## config.mk

```make
export PLATFORM = sky130hd
export DESIGN_NAME = adsr_envelope_generator
export DESIGN_NICKNAME = d
export VERILOG_FILES = /design/src/rtl/adsr_envelope_generator.sv
export SDC_FILE = /design/constraint.sdc
export NUM_CORES = 1
export LEC_CHECK = 0
export ABC_CLOCK_PERIOD_IN_PS = 6190
export BUFFER_PORTS_ARGS = -buffer_cell sky130_fd_sc_hd__buf_2
export CORE_UTILIZATION = 50
export DETAILED_ROUTE_END_ITERATION = 16
export PLACE_DENSITY = 0.72
export SLEW_MARGIN = 30
export SYNTH_ARGS = -nofsm -noshare
export SYNTH_HDL_FRONTEND = slang
export SYNTH_SLANG_ARGS = --single-unit
```

## constraint.sdc

```tcl
create_clock -name clock -period 6.19 [get_ports clock]
set_input_delay 0.619 -clock clock [delete_from_list [all_inputs] [get_ports clock]]
set_output_delay 0.619 -clock clock [all_outputs]
set_load 0.01 [all_outputs]
```

## src/rtl/adsr_envelope_generator.sv

```systemverilog
// Linear ADSR envelope for one voice: a W-bit accumulator stepped once per
// audio tick, with note events handled every clock and registered outputs.
module adsr_envelope_generator #(
  parameter int PARAM_WIDTH    = 7,
  parameter int ENVELOPE_WIDTH = 16,
  parameter int PUSH_BITS      = 8,
  parameter int RATE_SHIFT     = 8
) (
  input  logic                      clock,
  input  logic                      reset_l,
  input  logic                      tick,
  input  logic                      note_on,
  input  logic                      note_off,
  input  logic [PARAM_WIDTH-1:0]    attack_time,
  input  logic [PARAM_WIDTH-1:0]    decay_time,
  input  logic [PARAM_WIDTH-1:0]    sustain_level,
  input  logic [PARAM_WIDTH-1:0]    release_time,
  output logic [ENVELOPE_WIDTH-1:0] envelope,
  output logic [2:0]                phase,
  output logic                      active,
  output logic                      done
);

  localparam int W = ENVELOPE_WIDTH + PUSH_BITS;
  localparam logic [W-1:0] CEIL     = {W{1'b1}};
  localparam logic [W:0]   CEIL_EXT = {1'b0, {W{1'b1}}};

  typedef enum logic [2:0] {
    S_IDLE    = 3'd0,
    S_ATTACK  = 3'd1,
    S_DECAY   = 3'd2,
    S_SUSTAIN = 3'd3,
    S_RELEASE = 3'd4
  } phase_t;

  phase_t                r_phase;
  logic [W-1:0]          r_acc;
  logic                  r_active;
  logic                  r_done;

  // Larger time parameter means a smaller per-tick step, so (2^PW - p) scales it.
  function automatic logic [W:0] step_of(input logic [PARAM_WIDTH-1:0] p);
    logic [PARAM_WIDTH:0] span;
    span    = {1'b1, {PARAM_WIDTH{1'b0}}} - {1'b0, p};
    step_of = {{(W - PARAM_WIDTH){1'b0}}, span} << RATE_SHIFT;
  endfunction

  logic [W:0]                w_step_attack;
  logic [W:0]                w_step_decay;
  logic [W:0]                w_step_release;
  logic [ENVELOPE_WIDTH-1:0] w_sus16;
  logic [W-1:0]              w_sus_acc;
  logic [W:0]                w_sus_ext;
  logic [W:0]                w_acc_ext;
  logic                      w_attack_sat;
  logic                      w_decay_hit;
  logic                      w_release_hit;
  logic [W-1:0]              w_acc_up;
  logic [W-1:0]              w_acc_down_decay;
  logic [W-1:0]              w_acc_down_release;
  logic                      w_releasable;

  assign w_step_attack  = step_of(attack_time);
  assign w_step_decay   = step_of(decay_time);
  assign w_step_release = step_of(release_time);

  // Replicating the sustain level MSB-first maps 0 -> 0 and full-scale -> all ones.
  genvar gi;
  generate
    for (gi = 0; gi < ENVELOPE_WIDTH; gi++) begin : g_sus
      assign w_sus16[ENVELOPE_WIDTH-1-gi] = sustain_level[PARAM_WIDTH-1-(gi % PARAM_WIDTH)];
    end
  endgenerate

  assign w_sus_acc = {w_sus16, {PUSH_BITS{1'b0}}};
  assign w_sus_ext = {1'b0, w_sus_acc};
  assign w_acc_ext = {1'b0, r_acc};

  // Compares carry one guard bit so neither end of the range can wrap.
  assign w_attack_sat  = w_acc_ext >= (CEIL_EXT - w_step_attack);
  assign w_decay_hit   = w_acc_ext <= (w_sus_ext + w_step_decay);
  assign w_release_hit = w_acc_ext <= w_step_release;

  assign w_acc_up           = r_acc + w_step_attack[W-1:0];
  assign w_acc_down_decay   = r_acc - w_step_decay[W-1:0];
  assign w_acc_down_release = r_acc - w_step_release[W-1:0];

  assign w_releasable = (r_phase == S_ATTACK) || (r_phase == S_DECAY) ||
                        (r_phase == S_SUSTAIN);

  always_ff @(posedge clock or negedge reset_l) begin
    if (!reset_l) begin
      r_acc    <= '0;
      r_phase  <= S_IDLE;
      r_active <= 1'b0;
      r_done   <= 1'b0;
    end else begin
      r_done <= 1'b0;
      // Retrigger keeps the accumulator so the new attack starts from the current level.
      if (note_on) begin
        r_phase  <= S_ATTACK;
        r_active <= 1'b1;
      end else if (note_off && w_releasable) begin
        r_phase  <= S_RELEASE;
        r_active <= 1'b1;
      end else if (tick) begin
        case (r_phase)
          S_IDLE: begin
            r_acc <= '0;
          end
          S_ATTACK: begin
            if (w_attack_sat) begin
              r_acc   <= CEIL;
              r_phase <= S_DECAY;
            end else begin
              r_acc <= w_acc_up;
            end
          end
          S_DECAY: begin
            if (w_decay_hit) begin
              r_acc   <= w_sus_acc;
              r_phase <= S_SUSTAIN;
            end else begin
              r_acc <= w_acc_down_decay;
            end
          end
          S_SUSTAIN: begin
            r_acc <= w_sus_acc;
          end
          S_RELEASE: begin
            if (w_release_hit) begin
              r_acc    <= '0;
              r_phase  <= S_IDLE;
              r_active <= 1'b0;
              r_done   <= 1'b1;
            end else begin
              r_acc <= w_acc_down_release;
            end
          end
          default: begin
            r_acc    <= '0;
            r_phase  <= S_IDLE;
            r_active <= 1'b0;
          end
        endcase
      end
    end
  end

  assign envelope = r_acc[W-1:PUSH_BITS];
  assign phase    = r_phase;
  assign active   = r_active;
  assign done     = r_done;

endmodule

```

==> flow_metrics.py, run 1 <==
metrics = {
    "yosys": {
        "postSynth.topFlopCell": "sky130_fd_sc_hd__dfrtp_1",
        "syn_nets": 652,
        "synth_enable_flop_cells": 0,
        "synthesis.area_per_instance_um2": 7.73,
        "synth.yosys.seq_area_share_pct": 12.7,
        "post_synth_instance_area_um2": 4340,
        "ys_async_sr_fraction_pct": 100,
        "synth_cells": 562,
        "yosys_warnings": 0,
        "synth.lib_cells_used.distinct": 73,
        "synth-seq-cells": 22,
    },
    "clock_tree": {
        "cts_made_buffers": 3,
        "worstSkewPairLatency_ns": 0.28,
        "cts_resized": 0,
        "post_cts_buffers": 0,
        "h-tree-depth": 1,
        "cts-root-to-sink-buffers": 2,
        "tritoncts": "built",
        "clk_root_buffer_cell": "sky130_fd_sc_hd__clkbuf_8",
        "hold_fix_buffers_at_cts": 0,
        "cts.sink_count": 22,
        "clk_pin_slew_ns": 0.09,
    },
    "route": {
        "ant_nets": 0,
        "remaining_drc_errors": 0,
        "1st_iter_drt_viols": 372,
        "wl_mm": 14.6,
        "routed_via_density": 6.75,
        "drt_pre_antenna_iters": 6,
        "detailroute.via_count": 4677,
        "detail_route.wl_per_cell_um": 21.0,
    },
    "pwr": {
        "power-per-cell-area_nw_per_um2": 399,
        "power.clock.fraction_pct": 7.7,
        "cell_internal_pwr_uw": 810,
        "vdd_ir_drop_max_uv": 188,
        "net-switching-power_mw": 1.04,
        "pnr_total_power_mw": 1.85,
        "share_seq_of_total_power_pct": 19.1,
        "p_sw_share_pct": 56.1,
        "power.leakage_nw": 2.11,
        "combPwrFrac_pct": 73.2,
    },
    "sta": {
        "final-setup-viol-count": 0,
        "finalWorstPathRequiredPeriod_ns": 5.02,
        "final.setup_skew_ns": 0.00477,
        "timing_worst_slew_pin_value_ns": 0.819,
        "unrepaired_setup_endpoints_after_global_routing": "no",
        "setup-tns-final_ns": 0,
        "timing.max_slew.rel_slack_pct": 44.6,
        "post-route-period-util_pct": 81.1,
        "final_critical_path_setup_slack_ns": 1.17,
        "final_hold_viol_count": 0,
        "max_clock_freq_mhz": 199,
        "slew_violations": 0,
        "worst_slack_on_hold_paths_ns": 0.318,
    },
    "layout": {
        "multi_input_comb_area_um2": 3490,
        "finalNonFillerCells": 693,
        "nets": 679,
        "number_of_antenna_diodes": 0,
        "final_layout_size_suffix_gt1_share_pct": 11.7,
        "final-seq-area_um2": 551,
        "post_route_utilization_pct": 55.7,
        "fillerInstances": 810,
        "syn2layout_area_growth_pct": 6.48,
        "final_cell_area_um2": 4630,
    },
    "die": {
        "initial_standard_cell_utilization_of_the_core_pct": 52.3,
        "core_area_um2": 8300,
        "die_height_um": 95.2,
        "std_cell_rows": 33,
        "die_x_um": 95.2,
        "fp.dieArea_um2": 9060,
        "boundaryPins": 54,
    },
    "placement": {
        "dpl.hpwl_mm": 11.6,
        "buffer_ports.inserted": 53,
        "dpl.cell_count": 689,
        "place_ws_ns": 0.991,
        "placedInstanceArea_um2": 4550,
        "weighted_congestion_reported_at_the_end_of_routability_driven_placement": 0.964,
    },
    "worst_setup_path": {
        "timing.critical_path.slowest_cell_delay_ns": 0.61,
        "worstSetupPathType": "in -> reg",
        "timing.rr.start": "r_acc[9]$_DFFE_PN0P_",
        "reg2reg_setup_slack_ns": 2.76,
        "cp.required_ns": 6.39,
        "worst_setup_path_start_kind": "input port",
        "crit-reg2reg-capture": "r_acc[20]$_DFFE_PN0P_",
        "crit_slowest_cell": "sky130_fd_sc_hd__nor3_1",
        "critical_path.n_buffers_inverters": 3,
        "reg2reg_depth": 9,
        "crit_path_max_fanout": 9,
        "worst_ep_arrival_time_ns": 5.22,
        "cp_cell_sequence": "buf_2 > inv_1 > ha_1 > nand2_1 > or3_1 > xor2_1 > ha_1 > a21o_1 > a31oi_1 > o21bai_1 > nand4_1 > xor2_1 > ha_1 > nand4_1 > nor4_1 > a31oi_1 > inv_1 > nor3_1 > a222oi_1 > a21oi_1",
        "cp-end-kind": "flop",
        "critical_path.most_common_cell": "sky130_fd_sc_hd__ha_1",
        "worst_path_dominant_cell_family": "compound AO/OA/AOI/OAI gates",
    },
    "global_routing": {
        "number_of_antenna_violations_at_the_first_check_in_global_routing": 0,
        "grt_start_max_net_pins": 23,
        "grt_pass1_wl_mm": 22.8,
        "overflow": 0,
        "grt.total_usage_pct": 33.1,
        "vias_in_the_first_global_route": 4453,
    },
    "run_status": {
        "outcome": "complete, no violations",
    },
    "flow_run": {
        "drv.max_cap_violation_count": 0,
    },
    "hold_path": {
        "holdCritPathClass": "in -> async",
    },
}
cells in the mapped netlist (all sizes together), types with 7 or more instances:
library cell	instances	share of area (%)
o21a	11	1.9
nand2	43	3.7
inv	26	2.2
nand2b	9	1.3
clkbuf	12	1.0
o21ai	37	4.3
ha	53	15
a21o	15	2.6
o221ai	8	1.6
a211oi	10	1.8
or3	7	1.0
xnor2	23	4.6
dfrtp	22	13
nor2	37	3.2
a31oi	11	1.6
nand3	12	1.4
buf	21	3.8
nor3	19	2.2
xor2	21	4.2
a21oi	45	5.2
worst reg2reg max path: cells and delay by family (launching register included):
family | cells | cell delay [ns]
compound gates | 5 | 1.27
fa+ha+maj | 1 | 0.48
buf+inv | 1 | 0.20
flops | 1 | 0.56
simple gates | 2 | 0.84
placed cells by master, fill, tap and decap left out, types with 11 or more instances in the layout:
cell type                 Yosys  layout
sky130_fd_sc_hd__dfrtp_1     22      22
sky130_fd_sc_hd__nor3_1      19      19
sky130_fd_sc_hd__inv_1       26      26
sky130_fd_sc_hd__nand3_1     12      12
sky130_fd_sc_hd__o21ai_0     36      36
sky130_fd_sc_hd__ha_1        53      53
sky130_fd_sc_hd__a21oi_1     45      45
sky130_fd_sc_hd__a21o_1      15      15
sky130_fd_sc_hd__xnor2_1     23      23
sky130_fd_sc_hd__a31oi_1     11      11
sky130_fd_sc_hd__o21a_1      11      11
sky130_fd_sc_hd__buf_2        2      53
sky130_fd_sc_hd__nor2_1      37      37
sky130_fd_sc_hd__xor2_1      21      21
sky130_fd_sc_hd__nand2_1     43      43
layout make-up:
class                   instances  area share [%]
clock buffers                   3           0.893
inverters                      26            2.11
clock inverters                 1           0.649
multi-input cells             481            75.5
well taps                     105            2.84
repair buffers                 55            6.06
flip-flops and latches         22            11.9
flip-flops by register name (all words and copies together), names as in the netlist:
signal,cells
active,1
phase,3
r_acc,17
done,1
how the worst max path moves through the flow:
stage                     cells past startpoint          start                    end  slack, ns
after CTS                                    20  decay_time[0]   phase[1]$_DFFE_PN0P_       1.26
final                                        20  decay_time[0]  r_acc[14]$_DFFE_PN0P_       1.17
after detailed placement                     20  decay_time[0]   phase[1]$_DFFE_PN0P_       0.99
after global placement                       20  decay_time[0]   phase[1]$_DFFE_PN0P_       1.19
after floorplan                              19  decay_time[0]   r_acc[8]$_DFFE_PN0P_       1.79
after global routing                         20  decay_time[0]  r_acc[14]$_DFFE_PN0P_       0.81
power groups by stage:
stage	Clock, mW	Sequential (mW)	Combinational, mW
finish	0.142	0.353	1.35
floorplan	0	0.250	1.07
detailed placement	0	0.350	1.31
global placement	0	0.349	1.29
CTS	0.141	0.347	1.32
global route	0.150	0.360	1.48
logic make-up (layout without fill, tap and decap cells):
family | Yosys count | in the layout | share of synthesized area, %
AO/OA/AOI/OAI | 198 | 198 | 32.2
AND/OR/NAND/NOR | 178 | 178 | 21.2
buffers and inverters | 59 | 85 | 7.06
adder cells (fa/ha/maj) | 57 | 57 | 17.1
XOR/XNOR | 44 | 44 | 8.87
flip-flops | 22 | 22 | 12.7
multiplexers | 4 | 4 | 0.922
layer usage:
layer / vias to the layer above / track usage, % / share of wire, %
met3: 55 / 4.55 / 7.8
met4: 0 / 13.4 / 4.2
li1: 2182 / - / -
met1: 2184 / 41.5 / 42
met5: - / 0 / 0
met2: 256 / 56.6 / 46
(Power assumes the default switching activity.)
==> run 2: changes to the inputs <==
--- a/config.mk
+++ b/config.mk
@@ -5,11 +5,11 @@
 export SDC_FILE = /design/constraint.sdc
 export NUM_CORES = 1
 export LEC_CHECK = 0
-export ABC_CLOCK_PERIOD_IN_PS = 6190
+export ABC_CLOCK_PERIOD_IN_PS = 4100
 export BUFFER_PORTS_ARGS = -buffer_cell sky130_fd_sc_hd__buf_2
 export CORE_UTILIZATION = 50
 export DETAILED_ROUTE_END_ITERATION = 16
-export PLACE_DENSITY = 0.72
+export PLACE_DENSITY = 0.75
 export SLEW_MARGIN = 30
 export SYNTH_ARGS = -nofsm -noshare
 export SYNTH_HDL_FRONTEND = slang
==> constraint.sdc (replaced) <==
create_clock -name clock -period 4.1 [get_ports clock]
set_input_delay 0.41 -clock clock [delete_from_list [all_inputs] [get_ports clock]]
set_output_delay 0.41 -clock clock [all_outputs]
set_load 0.01 [all_outputs]
==> run 2 against run 1 <==
Against the previous run: the run now ends with negative setup slack left; sequential share of layout area decreased by 1.6 points; first-iteration DRC count grew 20%; register-to-register slack lost 1.9 ns; non-clock buffer count is 52 higher; final area increased by 15%; hold slack worse by 0.20 ns; clock skew is 0.0074 ns higher; power rose by 72%; largest cell class unchanged; largest power group unchanged.
==> flow_metrics.py, run 2 (synthesis results as in run 1) <==
metrics = {
    "route": {
        "1st_iter_drt_viols": 446,
        "detail_route.wl_per_cell_um": 21.1,
        "routed_via_density": 6.65,
        "ant_nets": 0,
        "remaining_drc_errors": 0,
        "detailroute.via_count": 4956,
        "drt_pre_antenna_iters": 6,
        "wl_mm": 15.7,
    },
    "clock_tree": {
        "cts.sink_count": 22,
        "cts-root-to-sink-buffers": 2,
        "clk_root_buffer_cell": "sky130_fd_sc_hd__clkbuf_8",
        "clk_pin_slew_ns": 0.10,
        "cts_made_buffers": 3,
        "worstSkewPairLatency_ns": 0.28,
        "h-tree-depth": 1,
        "tritoncts": "built",
    },
    "layout": {
        "fillerInstances": 726,
        "final-seq-area_um2": 551,
        "finalNonFillerCells": 745,
        "final_layout_size_suffix_gt1_share_pct": 24.5,
        "final_cell_mix": "51 x sky130_fd_sc_hd__buf_2, 50 x sky130_fd_sc_hd__ha_1, 50 x sky130_fd_sc_hd__buf_4",
        "syn2layout_area_growth_pct": 23.0,
        "post_route_utilization_pct": 64.4,
        "mostFrequentLayoutCell": "sky130_fd_sc_hd__buf_2",
        "largest_register_ff_count": 17,
        "number_of_antenna_diodes": 0,
        "multi_input_comb_area_um2": 3780,
        "top_register": "r_acc",
        "nets": 731,
    },
    "die": {
        "fp.dieArea_um2": 9060,
        "std_cell_rows": 33,
        "die_height_um": 95.2,
        "die_x_um": 95.2,
        "core_area_um2": 8300,
        "boundaryPins": 54,
        "initial_standard_cell_utilization_of_the_core_pct": 52.3,
    },
    "run_status": {
        "outcome": "finished with violations",
        "violations": "negative setup slack",
    },
    "placement": {
        "buffer_ports.inserted": 53,
        "weighted_congestion_reported_at_the_end_of_routability_driven_placement": 1.03,
        "dpl.cell_count": 737,
        "dpl.hpwl_mm": 12.0,
    },
    "pwr": {
        "power.leakage_nw": 2.42,
        "vdd_ir_drop_max_uv": 320,
        "power-per-cell-area_nw_per_um2": 595,
        "pnr_total_power_mw": 3.18,
    },
    "global_routing": {
        "vias_in_the_first_global_route": 4750,
        "grt_start_max_net_pins": 23,
        "met2_usage_in_global_routing_pct": 58.4,
        "grt.total_usage_pct": 33.9,
        "grt-busiest-layer": "met2",
        "grt_pass1_wl_mm": 23.5,
        "grtUsageMet1_pct": 42.1,
        "overflow": 0,
        "number_of_antenna_violations_at_the_first_check_in_global_routing": 0,
        "grt.met3_usage_pct": 4.70,
    },
    "sta": {
        "finalWorstPathRequiredPeriod_ns": 4.18,
        "slew_violations": 0,
        "max_clock_freq_mhz": 239,
        "post-route-period-util_pct": 102,
        "final_critical_path_setup_slack_ns": -0.0810,
        "final-setup-viol-count": 6,
        "timing_worst_slew_pin_value_ns": 0.852,
        "final_hold_viol_count": 0,
        "unrepaired_setup_endpoints_after_global_routing": "yes",
        "timing.max_slew.rel_slack_pct": 42.4,
        "final.setup_skew_ns": 0.0121,
    },
    "worst_setup_path": {
        "crit_path_max_fanout": 5,
        "worst_ep_arrival_time_ns": 4.30,
        "cp-end-kind": "flop",
        "worstSetupPathType": "in -> reg",
        "cp.required_ns": 4.22,
        "worst_setup_path_start_kind": "input port",
        "reg2reg_setup_slack_ns": 0.90,
    },
    "hold_path": {
        "holdCritPathClass": "in -> async",
    },
    "flow_run": {
        "drv.max_cap_violation_count": 0,
    },
}
==> run 2: cell count changes in the layout (fill, tap and decap cells not counted), moves of 4 or more <==
cell                      change
sky130_fd_sc_hd__buf_4       +48
sky130_fd_sc_hd__o21ai_0      -9
sky130_fd_sc_hd__buf_6        +5
sky130_fd_sc_hd__o21ai_2      +4
==> run 2: worst paths after layout <==
kind / start / endpoint / depth (start not counted)
min reg2reg: active$_DFFE_PN0P_ / active$_DFFE_PN0P_ / 2
min: reset_l / r_acc[19]$_DFFE_PN0P_ / 1
max: decay_time[0] / r_acc[6]$_DFFE_PN0P_ / 22
max reg2reg: r_acc[8]$_DFFE_PN0P_ / r_acc[16]$_DFFE_PN0P_ / 10
max in group asynchronous: reset_l / r_acc[9]$_DFFE_PN0P_ / 1
min in group clock: note_on / phase[2]$_DFFE_PN0P_ / 2
==> run 2: layer usage <==
| metal | up-vias | routed length [um] |
|---|---|---|
| li1 | 2294 | - |
| met1 | 2345 | 6320 |
| met2 | 258 | 7540 |
| met3 | 59 | 1110 |
| met4 | 0 | 747 |
| met5 | - | 0 |
==> run 2: per-stage QoR <==
stage | hold WS, ns | TNS, ns | cell area (um^2) | worst slack [ns]
2_1_floorplan | 0.114 | 0 | 4380 | 0.0312
3_3_place_gp | 0.422 | -4.14 | 4940 | -0.339
3_5_place_dp | 0.428 | -6.45 | 4940 | -0.421
4_1_cts | 0.131 | -0.00300 | 5040 | -0.00300
5_1_grt | 0.146 | -2.44 | 5340 | -0.208
6_report | 0.116 | -0.207 | 5340 | -0.0810
==> run 2: power by group <==
part / switching, mW / internal [mW]
clock network: 0.0825 / 0.131
registers: 0.191 / 0.287
logic: 1.46 / 1.03
==> run 2: worst max-delay path: stages <==
cell,delay (ns)
sky130_fd_sc_hd__buf_8,0.10
sky130_fd_sc_hd__inv_6,0.05
sky130_fd_sc_hd__ha_4,0.14
sky130_fd_sc_hd__nand2_4,0.05
sky130_fd_sc_hd__or3_4,0.41
sky130_fd_sc_hd__xor2_4,0.19
sky130_fd_sc_hd__ha_4,0.28
sky130_fd_sc_hd__and2_4,0.15
sky130_fd_sc_hd__o21ai_4,0.06
sky130_fd_sc_hd__a31oi_4,0.18
sky130_fd_sc_hd__nand2_1,0.10
sky130_fd_sc_hd__xor2_1,0.16
sky130_fd_sc_hd__ha_1,0.33
sky130_fd_sc_hd__nand4_1,0.18
sky130_fd_sc_hd__buf_4,0.19
sky130_fd_sc_hd__nor2_1,0.12
sky130_fd_sc_hd__nand2_1,0.13
sky130_fd_sc_hd__a41oi_4,0.37
sky130_fd_sc_hd__buf_6,0.16
sky130_fd_sc_hd__nand3_1,0.19
sky130_fd_sc_hd__a41oi_1,0.27
sky130_fd_sc_hd__a41oi_1,0.06
==> run 2: final cells by class <==
| cell class | count | area share (%) |
|---|---|---|
| timing repair buffer | 107 | 13.1 |
| tap | 105 | 2.46 |
| inverter | 26 | 2.01 |
| sequential | 22 | 10.3 |
| multi-input combinational | 481 | 70.7 |
| clock inverter | 1 | 0.562 |
| clock buffer | 3 | 0.773 |
==> run 2: timing repair <==
item,CTS,global route
resized for setup,9,54
pin swaps,4,29
setup buffers,1,4
setup endpoints to repair,15,20
hold endpoints to repair,0,0
hold buffers,0,0
==> run 3: changes to the inputs <==
--- a/config.mk
+++ b/config.mk
@@ -5,11 +5,11 @@
 export SDC_FILE = /design/constraint.sdc
 export NUM_CORES = 1
 export LEC_CHECK = 0
-export ABC_CLOCK_PERIOD_IN_PS = 4100
+export ABC_CLOCK_PERIOD_IN_PS = 4000
 export BUFFER_PORTS_ARGS = -buffer_cell sky130_fd_sc_hd__buf_2
 export CORE_UTILIZATION = 50
 export DETAILED_ROUTE_END_ITERATION = 16
-export PLACE_DENSITY = 0.75
+export PLACE_DENSITY = 0.72
 export SLEW_MARGIN = 30
 export SYNTH_ARGS = -nofsm -noshare
 export SYNTH_HDL_FRONTEND = slang
==> constraint.sdc (replaced) <==
create_clock -name clock -period 4 [get_ports clock]
set_input_delay 0.4 -clock clock [delete_from_list [all_inputs] [get_ports clock]]
set_output_delay 0.4 -clock clock [all_outputs]
set_load 0.01 [all_outputs]
==> run 3 against run 2 <==
Against the previous run: the run still ends with negative setup slack left; non-clock buffer count rose by 8; largest power group unchanged; combinational power increased by 4%; sequential share of layout area hardly changed; wire length decreased by 4.3%; critical endpoint is now r_acc[19]$_DFFE_PN0P_; power is 0.42% higher; worst setup slack improved by 0.0094 ns; cell count rose by 1.1%.
==> flow_metrics.py, run 3 (synthesis results as in run 1) <==
metrics = {
    "clock_tree": {
        "hold_fix_buffers_at_cts": 0,
        "worstSkewPairLatency_ns": 0.27,
        "clk_root_buffer_cell": "sky130_fd_sc_hd__clkbuf_8",
        "cts.sink_count": 22,
        "cts_made_buffers": 3,
        "tritoncts": "built",
        "clk_pin_slew_ns": 0.09,
        "h-tree-depth": 1,
        "cts-root-to-sink-buffers": 2,
    },
    "pwr": {
        "power-per-cell-area_nw_per_um2": 597,
        "power.leakage_nw": 2.45,
        "pnr_total_power_mw": 3.19,
        "vdd_ir_drop_max_uv": 253,
    },
    "layout": {
        "syn2layout_area_growth_pct": 23.2,
        "number_of_antenna_diodes": 0,
        "fillerInstances": 732,
        "final_layout_size_suffix_gt1_share_pct": 25.2,
        "largest_register_ff_count": 17,
        "nets": 739,
        "mostFrequentLayoutCell": "sky130_fd_sc_hd__buf_4",
        "final_cell_area_um2": 5350,
        "post_route_utilization_pct": 64.5,
        "top_register": "r_acc",
        "final_cell_mix": "59 x sky130_fd_sc_hd__buf_4, 51 x sky130_fd_sc_hd__buf_2, 50 x sky130_fd_sc_hd__ha_1",
        "finalNonFillerCells": 753,
    },
    "worst_setup_path": {
        "cp-end-kind": "flop",
        "worst_setup_path_start_kind": "input port",
        "timing.rr.start": "r_acc[8]$_DFFE_PN0P_",
        "cp.required_ns": 4.19,
        "reg2reg_depth": 10,
        "crit-reg2reg-capture": "phase[1]$_DFFE_PN0P_",
        "crit_path_max_fanout": 8,
        "worst_ep_arrival_time_ns": 4.26,
        "critPathLaunch": "decay_time[1]",
        "worstSetupPathType": "in -> reg",
        "reg2reg_setup_slack_ns": 0.87,
    },
    "sta": {
        "final_hold_viol_count": 0,
        "final_critical_path_setup_slack_ns": -0.0716,
        "max_clock_freq_mhz": 246,
        "timing_worst_slew_pin_value_ns": 0.711,
        "unrepaired_setup_endpoints_after_global_routing": "yes",
        "final.setup_skew_ns": 0.00570,
        "finalWorstPathRequiredPeriod_ns": 4.07,
        "timing.max_slew.rel_slack_pct": 51.9,
        "post-route-period-util_pct": 102,
        "setup-tns-final_ns": -0.395,
        "final-setup-viol-count": 13,
        "slew_violations": 0,
    },
    "placement": {
        "placedInstanceArea_um2": 5000,
        "buffer_ports.inserted": 53,
        "dpl.cell_count": 739,
        "weighted_congestion_reported_at_the_end_of_routability_driven_placement": 1.02,
        "dpl.hpwl_mm": 11.9,
    },
    "hold_path": {
        "holdCritPathClass": "in -> async",
    },
    "die": {
        "std_cell_rows": 33,
        "initial_standard_cell_utilization_of_the_core_pct": 52.3,
        "die_height_um": 95.2,
        "boundaryPins": 54,
        "core_area_um2": 8300,
        "die_x_um": 95.2,
        "fp.dieArea_um2": 9060,
    },
    "global_routing": {
        "overflow": 0,
        "grt_pass1_wl_mm": 23.5,
        "vias_in_the_first_global_route": 4607,
        "number_of_antenna_violations_at_the_first_check_in_global_routing": 0,
        "grt.total_usage_pct": 34.1,
        "grt_start_max_net_pins": 23,
    },
    "route": {
        "routed_via_density": 6.44,
        "remaining_drc_errors": 0,
        "1st_iter_drt_viols": 487,
        "wl_mm": 15.0,
        "detail_route.wl_per_cell_um": 20.0,
        "ant_nets": 0,
        "detailroute.via_count": 4851,
        "drt_pre_antenna_iters": 5,
    },
    "flow_run": {
        "drv.max_cap_violation_count": 0,
    },
    "run_status": {
        "violations": "negative setup slack",
        "outcome": "finished with violations",
    },
}
run 3: worst max path at each step:
stage | endpoint | slack [ns]
2_1_floorplan | r_acc[8]$_DFFE_PN0P_ | 0.007
3_3_place_gp | r_acc[12]$_DFFE_PN0P_ | -0.32
3_5_place_dp | r_acc[13]$_DFFE_PN0P_ | -0.49
4_1_cts | r_acc[18]$_DFFE_PN0P_ | -0.07
5_1_grt | r_acc[23]$_DFFE_PN0P_ | -0.22
6_report | r_acc[19]$_DFFE_PN0P_ | -0.07
run 3: final cells by class:
cell class	count	area (um^2)	area share, %
multi-input cells	481	3750	70.1
repair buffers	115	758	14.2
flip-flops and latches	22	551	10.3
well taps	105	131	2.46
inverters	26	103	1.92
clock buffers	4	55.1	1.03
run 3: power breakdown:
group	internal [mW]	switching, mW
Clock	0.0880	0.0800
Sequential	0.295	0.153
Combinational	1.06	1.51
run 3: stage by stage:
stage / setup WS [ns] / hold WS (ns)
floorplan: 0.00666 / 0.104
detailed placement: -0.487 / 0.407
global placement: -0.316 / 0.401
global route: -0.219 / 0.134
finish: -0.0716 / 0.100
CTS: -0.0660 / 0.111
run 3: timing repair:
item,in CTS,in global routing
buffers inserted,7,3
resized for setup,20,20
setup endpoints to repair,20,20
cloned,0,0
pin swaps,16,21
run 3: metal layers:
layer	share of wire [%]	GRT usage, %
met5	0	0
met4	4.1	12.5
met3	6.9	6.06
met2	48	57.3
met1	41	43.3
run 3: worst max-delay path, stage by stage:
cell and delay, ns:
sky130_fd_sc_hd__buf_8 0.10, sky130_fd_sc_hd__inv_4 0.05, sky130_fd_sc_hd__ha_4 0.14, sky130_fd_sc_hd__nand2_2 0.05, sky130_fd_sc_hd__or3_4 0.39, sky130_fd_sc_hd__xor2_4 0.18, sky130_fd_sc_hd__ha_4 0.29, sky130_fd_sc_hd__and2_4 0.15
sky130_fd_sc_hd__o21ai_4 0.06, sky130_fd_sc_hd__a31oi_4 0.20, sky130_fd_sc_hd__nand2_1 0.09, sky130_fd_sc_hd__xor2_1 0.15, sky130_fd_sc_hd__ha_1 0.31, sky130_fd_sc_hd__nand4_1 0.14, sky130_fd_sc_hd__nor4_2 0.32, sky130_fd_sc_hd__o21ai_1 0.17
sky130_fd_sc_hd__a41o_4 0.35, sky130_fd_sc_hd__or4_1 0.43, sky130_fd_sc_hd__a21o_1 0.19, sky130_fd_sc_hd__o2111ai_1 0.07
